File: config.mk
export PLATFORM = sky130hd
export DESIGN_NAME = wb_stage
export DESIGN_NICKNAME = d
export VERILOG_FILES = /design/src/rtl/wb_stage.sv
export SDC_FILE = /design/constraint.sdc
export NUM_CORES = 1
export LEC_CHECK = 0
export CORE_MARGIN = 4
export CORE_UTILIZATION = 43
export DETAILED_ROUTE_END_ITERATION = 7
export PLACE_DENSITY = 0.79
export SLEW_MARGIN = 25
export SYNTH_ARGS = -nofsm -noshare
export SYNTH_HDL_FRONTEND = slang
export SYNTH_SLANG_ARGS = --single-unit
File: constraint.sdc
create_clock -name clk -period 2.54 [get_ports clk]
set_clock_uncertainty 0.05 [all_clocks]
set_input_delay 0.508 -clock clk [delete_from_list [all_inputs] [get_ports clk]]
set_output_delay 0.508 -clock clk [all_outputs]
set_load 0.01 [all_outputs]
File: src/rtl/wb_stage.sv
// MEM/WB pipeline register and writeback formatting.
// Holds the retiring instruction and drives the register-file write port
// (rd/wd/we). Also exposes the misaligned-load level and a retired count.
module wb_stage #(
    parameter int RETIRE_W = 32
) (
    input  logic                clk,
    input  logic                rst,
    input  logic                stall,
    input  logic                flush,
    input  logic                m_valid,
    input  logic [31:0]         m_pc,
    input  logic [31:0]         m_alu_res,
    input  logic [31:0]         m_dm_rdata,
    input  logic [1:0]          m_wsel,
    input  logic [2:0]          m_ld_type,
    input  logic [4:0]          m_rd,
    input  logic                m_we,
    output logic [4:0]          gpr_rd,
    output logic [31:0]         gpr_wd,
    output logic                gpr_we,
    output logic                w_valid,
    output logic [31:0]         w_pc,
    output logic                ld_misalign,
    output logic [RETIRE_W-1:0] retired
);

    localparam logic [1:0] WSEL_ALU  = 2'd0;
    localparam logic [1:0] WSEL_LOAD = 2'd1;
    localparam logic [1:0] WSEL_LINK = 2'd2;

    localparam logic [2:0] LD_LB  = 3'd1;
    localparam logic [2:0] LD_LBU = 3'd2;
    localparam logic [2:0] LD_LH  = 3'd3;
    localparam logic [2:0] LD_LHU = 3'd4;

    logic                valid;
    logic [31:0]         pc;
    logic [31:0]         alu_res;
    logic [31:0]         dm_rdata;
    logic [1:0]          wsel;
    logic [2:0]          ld_type;
    logic [4:0]          rd;
    logic                we;
    logic [RETIRE_W-1:0] retired_q;

    logic [1:0]  addr_lo;
    logic [7:0]  ld_byte;
    logic [15:0] ld_half;
    logic [31:0] ld_data;
    logic [31:0] wd_raw;
    logic        half_ld;
    logic        word_ld;
    logic        misalign;
    logic        we_eff;

    // Stage register: rst beats flush beats stall beats capture.
    always_ff @(posedge clk) begin
        if (rst) begin
            valid     <= 1'b0;
            pc        <= '0;
            alu_res   <= '0;
            dm_rdata  <= '0;
            wsel      <= '0;
            ld_type   <= '0;
            rd        <= '0;
            we        <= 1'b0;
            retired_q <= '0;
        end else if (flush) begin
            valid     <= 1'b0;
            pc        <= '0;
            alu_res   <= '0;
            dm_rdata  <= '0;
            wsel      <= '0;
            ld_type   <= '0;
            rd        <= '0;
            we        <= 1'b0;
        end else if (!stall) begin
            valid     <= m_valid;
            pc        <= m_pc;
            alu_res   <= m_alu_res;
            dm_rdata  <= m_dm_rdata;
            wsel      <= m_wsel;
            ld_type   <= m_ld_type;
            rd        <= m_rd;
            we        <= m_we;
            if (m_valid) retired_q <= retired_q + RETIRE_W'(1);
        end
    end

    // Pick the addressed byte / half-word from the raw memory word.
    always_comb begin
        addr_lo = alu_res[1:0];
        case (addr_lo)
            2'd0:    ld_byte = dm_rdata[7:0];
            2'd1:    ld_byte = dm_rdata[15:8];
            2'd2:    ld_byte = dm_rdata[23:16];
            default: ld_byte = dm_rdata[31:24];
        endcase
        ld_half = addr_lo[1] ? dm_rdata[31:16] : dm_rdata[15:0];
    end

    // Extend the selected lane; unknown load types behave as LW.
    always_comb begin
        case (ld_type)
            LD_LB:   ld_data = {{24{ld_byte[7]}}, ld_byte};
            LD_LBU:  ld_data = {24'd0, ld_byte};
            LD_LH:   ld_data = {{16{ld_half[15]}}, ld_half};
            LD_LHU:  ld_data = {16'd0, ld_half};
            default: ld_data = dm_rdata;
        endcase
    end

    // Misalignment only matters for loads; byte loads never fault.
    always_comb begin
        half_ld  = (ld_type == LD_LH) || (ld_type == LD_LHU);
        word_ld  = (ld_type == 3'd0) || (ld_type > LD_LHU);
        misalign = valid && (wsel == WSEL_LOAD) &&
                   ((half_ld && addr_lo[0]) || (word_ld && (addr_lo != 2'd0)));
    end

    // Write-data mux and enable; data is zeroed when no write happens.
    always_comb begin
        case (wsel)
            WSEL_ALU:  wd_raw = alu_res;
            WSEL_LOAD: wd_raw = ld_data;
            WSEL_LINK: wd_raw = pc + 32'd8;
            default:   wd_raw = 32'd0;
        endcase
        we_eff      = valid && we && (rd != 5'd0) && !misalign;
        gpr_we      = we_eff;
        gpr_wd      = we_eff ? wd_raw : 32'd0;
        gpr_rd      = rd;
        w_valid     = valid;
        w_pc        = pc;
        ld_misalign = misalign;
        retired     = retired_q;
    end

endmodule
==> run_results.csv <==
group,metric,value,unit
synthesis,ys_seq_area_share,38.1,%
power,power.switching,1430,uW
floorplanning,die_h,139,um
synthesis,ys_ff_latch,140,
setup_path,worstPathCellList,"or2_4 -> inv_4 -> ha_4 -> a21o_1 -> o311ai_4 -> buf_4 -> nand4_1 -> inv_2 -> o211ai_1 -> a31oi_1 -> buf_2",
placed_design,place_ws,-0.498,ns
sta,finalSetupViolations,33,
placed_design,hpwl,19.2,mm
sta,slew_headroom,47.1,%
floorplanning,top_level_ports,216,
sta,finalCritPeriodShare,118,%
clock_tree,numCtsBuffers,17,
synthesis,synth_cell_types,59,
sta,worst_slack,-0.451,ns
job,max-cap-violations,0,
synthesis,synth_edf_count,0,
sta,setup-tns-final,-11.91,ns
layout,syn_to_final_growth,54.0,%
setup_path,endpoint_kind,"primary output",
power,irDropWorstVdd,469,uV
clock_tree,clk_pin_slew_worst_paths,0.07,ns
detailed_routing,viasPerCell,5.42,
sta,tightest_slew,0.793,ns
detailed_routing,drc,0,
floorplanning,placement_rows,47,
floorplanning,core-area,0.0167,sq mm
power,p_leak,0.00450,uW
power,seqPwrFrac,41.0,%
detailed_routing,routed-via-count,7445,
setup_path,arrival,2.43,ns
power,combinationalPowerShare,13.1,%
synthesis,yosysMostFrequentCell,"nor2_1",
clock_tree,clock_sinks,140,
detailed_routing,wl_per_cell,18.6,um
sta,fmax,334,MHz
detailed_routing,first_pass_iters,5,
clock_tree,clock-root-buffer,"clkbuf_16",
setup_path,crit_type,"register to primary output",
layout,final_nets,1254,
sta,period_needed,2.99,ns
sta,finalHoldViolCount,0,
placed_design,portBuffers,215,
synthesis,post-synth-top-area-fraction,38.1,%
hold_path,hold_path.class,"primary input to register",
global_route,antenna_found_initial,1,
synthesis,synthArstFlopShare,0,%
synthesis,synth_cells,833,
layout,stdcell_area,0.0113,sq mm
clock_tree,cts_tree,"built",
synthesis,synth_fp_nets,948,
power,power_density,495,mW/mm^2
global_route,overflow,0,
global_route,track_usage,25.7,%
synthesis,synth_commonest_cells,"165 x nor2_1, 140 x dfxtp_1, 116 x mux2i_1, 38 x a21oi_1, 31 x clkbuf_1",
synthesis,ys_warn_count,0,
global_route,grt_pass1_vias,7319,
detailed_routing,routed_wl,25.5,mm
floorplanning,die_w,139,um
power,p_int,4180,uW
floorplanning,die_area,0.0193,sq mm
clock_tree,clockBufferDepth,2,
setup_path,required,1.98,ns
floorplanning,initial_core_util,44.0,%
detailed_routing,drt_iter0_drc,547,
setup_path,slowest_stage,"dfxtp_2",
synthesis,avgSynthCellArea,8.83,sq um
synthesis,netlist_top_cells_area,"dfxtp_1 38%, mux2i_1 16%, nor2_1 8.4%",
sta,final-max-slew-violation-count,0,
layout,layout-drive-gt1-share,22.8,%
placed_design,place_area,0.0106,sq mm
power,clkPwrFrac,45.9,%
clock_tree,clk_latency,0.42,ns
status,violations,"setup timing",
setup_path,startpoint_type,"register",
sta,rsz0062_at_grt,"true",
synthesis,synth_top_area_cell,"dfxtp_1",
status,status,"complete, but fails checks",
power,switching_share,25.5,%
detailed_routing,drtAntennaViolNets,0,
global_route,grt_pass1_wl,40.0,mm
placed_design,routabilityCongestion,0.953,
synthesis,synthFlopType,"dfxtp_1",
clock_tree,ctsHtreeMaxLevel,4,
setup_path,path_max_fanout,3,
setup_path,cpPeakStageDelay,0.32,ns
global_route,grt_max_degree,110,
synthesis,syn_area,0.00736,sq mm
layout make-up:
| cell class | instances | area (sq um) |
|---|---|---|
| Antenna cell | 1 | 2.50 |
| Multi-Input combinational cell | 623 | 4570 |
| Clock inverter | 13 | 154 |
| Sequential cell | 140 | 2810 |
| Clock buffer | 19 | 453 |
| Tap cell | 220 | 275 |
| Fill cell | 1358 | 5380 |
| Timing Repair Buffer | 340 | 3000 |
| Inverter | 17 | 66.3 |
power by group through the flow:
stage / Clock [uW] / Sequential, uW / Combinational (uW)
floorplan: 0 / 2350 / 316
global placement: 0 / 2340 / 701
detailed placement: 0 / 2350 / 709
CTS: 2590 / 2300 / 726
global route: 2690 / 2310 / 786
finish: 2570 / 2300 / 735
metal layers:
| layer | wire (um) | up-vias | global-route usage, % |
|---|---|---|---|
| met1 | 11100 | 3488 | 33.6 |
| met2 | 12200 | 294 | 42.4 |
| met5 | 0 | - | 0 |
| met3 | 1620 | 41 | 5.17 |
| met4 | 627 | 0 | 9.22 |
| li1 | - | 3622 | - |
worst max-delay path: cells and delay by family, from the launching register on:
kind	cells	cell delay [ns]
AO/OA/AOI/OAI	4	0.56
AND/OR/NAND/NOR	2	0.41
buffers and inverters	4	0.51
adder cells (fa/ha/maj)	1	0.20
flip-flops	1	0.32
sequential cells by signal, indices dropped and copies added, names as in the netlist:
name	count
w_pc	32
wsel	2
w_valid	1
we	1
retired	32
ld_type	3
gpr_rd	5
dm_rdata	32
alu_res	32
logic make-up after synthesis:
| kind of cell | after synthesis | share of synthesized area (%) |
|---|---|---|
| simple gates | 302 | 20.2 |
| compound gates | 148 | 13.6 |
| flops | 140 | 38.1 |
| mux | 130 | 19.0 |
| buf+inv | 70 | 3.76 |
| xor+xnor | 40 | 4.76 |
| fa+ha+maj | 3 | 0.510 |
through the flow:
stage                     hold slack, ns  cells  total power (uW)  utilization [%]
after global routing               0.473   1373              5780             67.8
after CTS                          0.419   1371              5620             67.1
after detailed placement           0.432   1336              3060             63.5
after floorplan                    0.405    833              2670                -
after global placement             0.420   1336              3050             63.5
final                              0.426   1373              5610             67.8
timing repair:
action / in CTS / in global routing
buffers inserted: 3 / 2
pin swaps: 7 / 2
hold buffers: 0 / 0
resized for setup: 171 / 25
endpoints found under the setup margin: 34 / 34
final timing paths:
kind	cells after the start	startpoint	end	slack, ns
worst min register to register	2	alu_res[9]	alu_res[9]	0.45
worst min-delay path	5	stall	retired[3]	0.43
worst max-delay path	11	ld_type[1]	gpr_wd[7]	-0.45
worst max register to register	6	retired[4]	retired[27]	0.41
cells in the final DEF (no fill, tap or decap), drive strengths merged, types with 4 or more instances in the layout:
cell type / synthesis / layout
clkdlybuf4s50: 0 / 180
nor2: 167 / 167
buf: 22 / 160
dfxtp: 140 / 140
mux2i: 116 / 116
a21oi: 38 / 38
xor2: 25 / 25
nand4: 23 / 23
nand2: 22 / 22
inv: 16 / 22
nand3: 21 / 21
o21ai: 21 / 21
clkbuf: 31 / 19
o211ai: 16 / 16
xnor2: 15 / 15
o21a: 11 / 11
a22oi: 11 / 11
nor2b: 10 / 10
and4: 10 / 10
o22ai: 10 / 10
o221ai: 9 / 9
a21o: 7 / 7
or3: 7 / 7
mux4: 7 / 7
and3: 7 / 7
nor4: 7 / 7
mux2: 7 / 7
nor3: 6 / 6
a31oi: 5 / 5
and2: 4 / 4
a211o: 4 / 4
a311oi: 4 / 4
clkinvlp: 0 / 4
(Power assumes the default switching activity.)
